==> src/rtl/pipelined_segment_adder.sv <==
// Segmented, fully pipelined N-bit adder/subtractor with valid/ready handshakes.
// Define PSA_SATURATE_EN to replace overflowing sums with signed saturation.

module psa_seg #(
  parameter int SEG = 4
) (
  input  logic [SEG-1:0] a,
  input  logic [SEG-1:0] b,
  input  logic           ci,
  output logic [SEG-1:0] s,
  output logic           co
);
  assign {co, s} = {1'b0, a} + {1'b0, b} + {{SEG{1'b0}}, ci};
endmodule

module pipelined_segment_adder #(
  parameter int N   = 16,
  parameter int SEG = 4
) (
  input  logic         clk,
  input  logic         rst,
  input  logic         in_valid,
  output logic         in_ready,
  input  logic [N-1:0] a,
  input  logic [N-1:0] b,
  input  logic         cin,
  input  logic         sub,
  output logic         out_valid,
  input  logic         out_ready,
  output logic [N-1:0] sum,
  output logic         cout,
  output logic         ovf
);
  localparam int STAGES = N / SEG;

  logic [N-1:0]      b_eff;
  logic              cin_eff;
  logic              stall;
  logic [STAGES-1:0] vld_q;
  logic [STAGES:0]   vld_pipe;

  assign b_eff    = sub ? ~b : b;
  assign cin_eff  = cin ^ sub;
  assign vld_pipe = {vld_q, in_valid};
  assign stall    = vld_pipe[STAGES] & ~out_ready;
  assign in_ready = ~stall;

  always_ff @(posedge clk) begin
    if (rst)         vld_q <= '0;
    else if (!stall) vld_q <= vld_pipe[STAGES-1:0];
  end

  // Stage k holds the operand segments still to be added and the finished low sum.
  for (genvar k = 0; k < STAGES; k++) begin : stg
    localparam int WI = N - k*SEG;
    localparam int LO = (k+1)*SEG;

    logic [WI-1:0]  a_i, b_i;
    logic           ci;
    logic [SEG-1:0] seg_s;
    logic           seg_c;
    logic [LO-1:0]  s_w, s_d, s_q;
    logic           c_q;

    if (k == 0) begin : g_src
      assign a_i = a;
      assign b_i = b_eff;
      assign ci  = cin_eff;
      assign s_w = seg_s;
    end else begin : g_src
      assign a_i = stg[k-1].g_fwd.a_q;
      assign b_i = stg[k-1].g_fwd.b_q;
      assign ci  = stg[k-1].c_q;
      assign s_w = {seg_s, stg[k-1].s_q};
    end

    psa_seg #(.SEG(SEG)) u_seg (
      .a (a_i[SEG-1:0]),
      .b (b_i[SEG-1:0]),
      .ci(ci),
      .s (seg_s),
      .co(seg_c)
    );

    always_ff @(posedge clk) begin
      if (rst) begin
        s_q <= '0;
        c_q <= 1'b0;
      end else if (!stall) begin
        s_q <= s_d;
        c_q <= seg_c;
      end
    end

    if (k < STAGES-1) begin : g_fwd
      logic [WI-SEG-1:0] a_q, b_q;
      always_ff @(posedge clk) begin
        if (rst) begin
          a_q <= '0;
          b_q <= '0;
        end else if (!stall) begin
          a_q <= a_i[WI-1:SEG];
          b_q <= b_i[WI-1:SEG];
        end
      end
      assign s_d = s_w;
    end else begin : g_fin
      logic ovf_d, ovf_q;
      always_comb begin
        ovf_d = (a_i[SEG-1] == b_i[SEG-1]) & (seg_s[SEG-1] != a_i[SEG-1]);
        s_d   = s_w;
`ifdef PSA_SATURATE_EN
        // Overflow direction follows the sign of a: 0 -> max positive, 1 -> min negative.
        if (ovf_d) s_d = {a_i[SEG-1], {(LO-1){~a_i[SEG-1]}}};
`endif
      end
      always_ff @(posedge clk) begin
        if (rst)         ovf_q <= 1'b0;
        else if (!stall) ovf_q <= ovf_d;
      end
    end
  end

  assign out_valid = vld_q[STAGES-1];
  assign sum       = stg[STAGES-1].s_q;
  assign cout      = stg[STAGES-1].c_q;
  assign ovf       = stg[STAGES-1].g_fin.ovf_q;

endmodule
==> config.mk <==
export PLATFORM = sky130hd
export DESIGN_NAME = pipelined_segment_adder
export DESIGN_NICKNAME = d
export VERILOG_FILES = /design/src/rtl/pipelined_segment_adder.sv
export SDC_FILE = /design/constraint.sdc
export NUM_CORES = 1
export LEC_CHECK = 0
export BUFFER_PORTS_ARGS = -buffer_cell sky130_fd_sc_hd__buf_2
export CAP_MARGIN = 10
export CORE_UTILIZATION = 51
export DETAILED_ROUTE_END_ITERATION = 8
export GPL_TIMING_DRIVEN = 0
export PLACE_DENSITY = 0.71
export SYNTH_ARGS = -nofsm -noshare
export SYNTH_HDL_FRONTEND = slang
export SYNTH_SLANG_ARGS = --single-unit
==> constraint.sdc <==
create_clock -name clk -period 1.99 [get_ports clk]
set_input_delay 0.2985 -clock clk [delete_from_list [all_inputs] [get_ports clk]]
set_output_delay 0.2985 -clock clk [all_outputs]
set_load 0.01 [all_outputs]
After elaboration in Yosys (flattened, before gate mapping)
Cells that the tools add are included.
- register bits: 97
- input port bits: 38
- output and inout port bits: 20
- word-level logic and storage cells: 33
- add/subtract/negate cells: 8
- equality and inequality tests: 2
- muxes and demuxes: 1
- bitwise operators: 6
- operator list (operator ; count):
    $add A4 B4 Y5 ; 4
    $add A5 B1 Y5 ; 4
    $mux W16 ; 1
    $not A16 Y16 ; 1
    $and A1 B1 Y1 ; 2
    $not A1 Y1 ; 2
    $eq A1 B1 Y1 ; 1
    $ne A1 B1 Y1 ; 1
    $xor A1 B1 Y1 ; 1

Longest topological paths before layout
- word-level depth: 4
- depth in mapped cells: 9

Hierarchy
A second synthesis with hierarchy kept.
- cell total of the unflattened synthesis: 493
- area total of the unflattened synthesis: 4172.8 um^2
- by module, submodules not included (module ; instances ; cells each ; area each (um^2) ; seq. area each (um^2)):
    pipelined_segment_adder ; 1 ; 429 ; 3597.2 ; 1941.9
    psa_seg ; 4 ; 16 ; 143.9 ; 0.0

Worst setup path after synthesis
OpenSTA, ideal clock, no wires.
- kind: input to register
- start: input sub
- end: register stg[0].s_q[3]
- library setup time: 0.079 ns
- arrival time: 1.834 ns
- setup slack: 0.077 ns
- cell stages on the path: 7
- buffers on the path: 2
- cells stage by stage: buf_4 buf_6 xor2_1 fa_1 a21o_1 a2111o_1 o211ai_1
- word-level cells in the longest chain between the ends: 3
- elaborated cells on any way between the ends: 4
- ends and longest elaborated chain (item ; RTL line ; RTL):
    start: declaration ; 27 ; input logic sub,
    $mux W16 ; 42 ; assign b_eff = sub ? ~b : b;
    $add A4 B4 Y5 ; 13 ; assign {co, s} = {1'b0, a} + {1'b0, b} + {{SEG{1'b0}}, ci};
    $add A5 B1 Y5 (*) ; 13 ;
    end signal: assignment ; 87 ; s_q <= '0;
    end signal: assignment ; 90 ; s_q <= s_d;
    end: declaration ; 62 ; logic [LO-1:0] s_w, s_d, s_q;
Every way passes the cells marked *; elsewhere a longest branch is shown, timed or not.
A chain may end at the register's enable or synchronous reset.

Final worst setup path
- start: register stg[1].c_q
- end: register stg[2].c_q
- word-level cells in the longest chain between the ends: 1
- ends and longest elaborated chain (item ; RTL line ; RTL):
    start: declaration ; 63 ; logic c_q;
    start signal: assignment ; 91 ; c_q <= seg_c;
    $add A5 B1 Y5 ; 13 ;
    end signal: assignment ; 91 ;
    end: declaration ; 63 ;
Every way passes these cells.

==> impl_metrics.json <==
{
  "status": "finished clean",
  "seqPwrFrac": 0.570,
  "syn-num-nets": 540,
  "via_count": 3401,
  "seq_area_mm2": 0.001942,
  "share_comb_of_total_power": 0.118,
  "grt-busiest-layer": "met2",
  "p_sw_frac": 0.2651,
  "worstSkewPairLatency_ns": 0.36,
  "via_per_inst": 5.184,
  "ys_top_cells_by_area": "dfxtp_1, nand2_1, a21oi_1",
  "cts_buffers": 9,
  "dpl_cell_area_mm2": 0.004549,
  "die_w_um": 92.12,
  "end_kind": "flip-flop",
  "worstPathArrival_ns": 2.10,
  "synth_cells": 482,
  "pwr-share-clk": 0.313,
  "clk_pin_slew_worst_paths_ns": 0.09,
  "cpMostUsedCell": "fa_1",
  "hold_violations": 0,
  "grt_usage": 0.2436,
  "io_buffers": 56,
  "hpwl_um": 6852,
  "p_sw_uw": 999.2,
  "grtUsageMet1": 0.3288,
  "syn2layout_area_growth_pct": 14.17,
  "htreeDepth": 3,
  "cts_max_path_buffers": 2,
  "drv_slew": 0,
  "finClkSkew_ns": 0.01217,
  "ys_seq_area_frac": 0.4689,
  "cts_resized": 0,
  "crit_buf_inv": 0,
  "drt-initial-drc-count": 159,
  "yosys.area.top_type": "dfxtp_1",
  "yosys-top-cells-count": "nand2_1, dfxtp_1, a21oi_1",
  "place_inst": 640,
  "ir_drop_v": 0.0004701,
  "start_util": 0.5304,
  "ys.flop_type": "dfxtp_1",
  "p_int_uw": 2770,
  "path_class": "flip-flop to flip-flop",
  "fp.dieArea_mm2": 0.008485,
  "grt_max_degree": 17,
  "wire_per_inst_um": 14.43,
  "start_kind": "flip-flop",
  "cts_hold_buf": 0,
  "max_stage_delay_ns": 0.47,
  "finalNetCount": 607,
  "n_fill_cell": 744,
  "fin_crit_ns": 1.846,
  "path_cells": "fa_1 -> fa_1 -> a21o_1 -> a211oi_1 -> nor3_1",
  "crit_fanout": 2,
  "setup_viol": 0,
  "netlist-cell-type-count": 30,
  "synth.top_cell.area_share": 0.4689,
  "grt_pass1_vias": 3253,
  "n_antenna_cell": 0,
  "use_met2": 0.3993,
  "finalPower_uw": 3769,
  "slowest_stage": "fa_1",
  "async_flop_share": 0,
  "final_area_mm2": 0.004728,
  "critPathRequiredTime_ns": 2.25,
  "drc": 0,
  "relSlewSlack": 0.6631,
  "cts_tree": "done",
  "netlist_area_mm2": 0.004141,
  "final_antenna_net_count": 0,
  "yosysMostFrequentCell": "nand2_1",
  "die_h_um": 92.12,
  "gr-total-overflow": 0,
  "hold_path_class": "input port to flip-flop",
  "syn_avg_cell_area_um2": 8.592,
  "ys.warnings.count": 0,
  "setup_slack_ns": 0.1436,
  "ctsRootBufferMaster": "clkbuf_8",
  "fmax_mhz": 541.6,
  "tns_ns": 0,
  "cts.sinks": 97,
  "std_cell_rows": 32,
  "pre_cts_slack_ns": -0.08784,
  "drive_gt1_frac": 0.1931,
  "stdcell_count": 656,
  "p_leak_uw": 0.002023,
  "crit_family": "adder cells",
  "antenna_found_initial": 0,
  "ios": 58,
  "gp_congestion": 0.8315,
  "met3_usage": 0.02985,
  "p_per_area_mw_per_mm2": 797.2,
  "grt_pass1_wl_um": 15830,
  "max-cap-violations": 0,
  "synth_edf_count": 0,
  "drt_wl_total_um": 9466,
  "multi_input_area_mm2": 0.001951,
  "rsz0062_at_grt": "false",
  "firstDrtPassIters": 4,
  "post_cts_buffers": 0,
  "period_share": 0.9279,
  "core_area_mm2": 0.007807,
  "synth_seq_cells": 97,
  "tightest_slew_ns": 0.5054
}
-- registers in the layout, indices dropped and copies added (netlist names) --
signal / flops
vld_q: 4
stg.g_fwd.b_q: 24
sum: 16
ovf: 1
stg.s_q: 24
cout: 1
stg.c_q: 3
stg.g_fwd.a_q: 24
-- power groups by stage --
stage	clock network [µW]	logic (µW)	registers [µW]
after floorplan	0	306	2170
after global placement	0	426	2190
after detailed placement	0	441	2190
after CTS	1190	446	2150
after global routing	1280	506	2160
final	1180	443	2150
-- final timing paths --
path                         end  depth (start not counted)  slack, ns  startpoint
min reg2reg              sum[11]                          2       0.45     sum[11]
min          stg[0].g_fwd.a_q[3]                          3       0.16        a[7]
max reg2reg           stg[2].c_q                          5       0.14  stg[1].c_q
max                   stg[2].c_q                          5       0.14  stg[1].c_q
-- cell families (layout without fill, tap and decap cells) --
kind of cell / after synthesis / in the layout / synth area share
xor gates and xnor gates: 21 / 21 / 0.04441
DFF: 97 / 97 / 0.4689
buffers and inverters: 44 / 116 / 0.06012
AOI/OAI and AO/OA: 112 / 112 / 0.1653
adders and majority gates: 20 / 20 / 0.07492
and+or+nand+nor: 188 / 188 / 0.1864
-- worst reg2reg max path: stages (launching register included) --
cell	delay [ns]
dfxtp_1	0.36
fa_1	0.47
fa_1	0.42
a21o_1	0.18
a211oi_1	0.24
nor3_1	0.07
-- stage by stage --
stage,hold slack [ns],util
3_5_place_dp,0.4425,0.5827
4_1_cts,0.1651,0.6056
3_3_place_gp,0.4363,0.5827
5_1_grt,0.1828,0.6056
6_report,0.1645,0.6056
2_1_floorplan,0.4321,-
-- final cells by class --
cell class / count / area share
Clock inverter: 6 / 0.008732
Timing Repair Buffer: 56 / 0.05928
Buffer: 34 / 0.04472
Tap cell: 102 / 0.02699
Inverter: 10 / 0.007939
Multi-Input combinational cell: 341 / 0.4125
Sequential cell: 97 / 0.4107
Clock buffer: 10 / 0.02911
-- per-layer routing --
| layer | part of all wire | vias to the layer above |
|---|---|---|
| met1 | 0.46 | 1576 |
| met3 | 0.044 | 15 |
| met5 | 0 | - |
| met2 | 0.48 | 80 |
| li1 | - | 1730 |
| met4 | 0.017 | 0 |
-- layout by cell type (no fill, tap or decap), types with 3 or more instances in the layout --
master	n
a211oi_1	17
o211ai_1	4
clkbuf_8	10
nor2b_1	3
nor2_1	25
buf_4	7
dfxtp_1	97
a21oi_1	75
clkbuf_1	6
clkinv_2	3
nand2_1	143
o21ai_0	3
or3_1	3
fa_1	8
ha_1	12
inv_1	9
xor2_1	6
buf_2	72
nand3b_1	6
a2111o_1	5
a211oi_2	3
xnor2_1	15
buf_6	5
a21o_1	4
nand2b_1	3
Power figures use the tool's default switching activity.
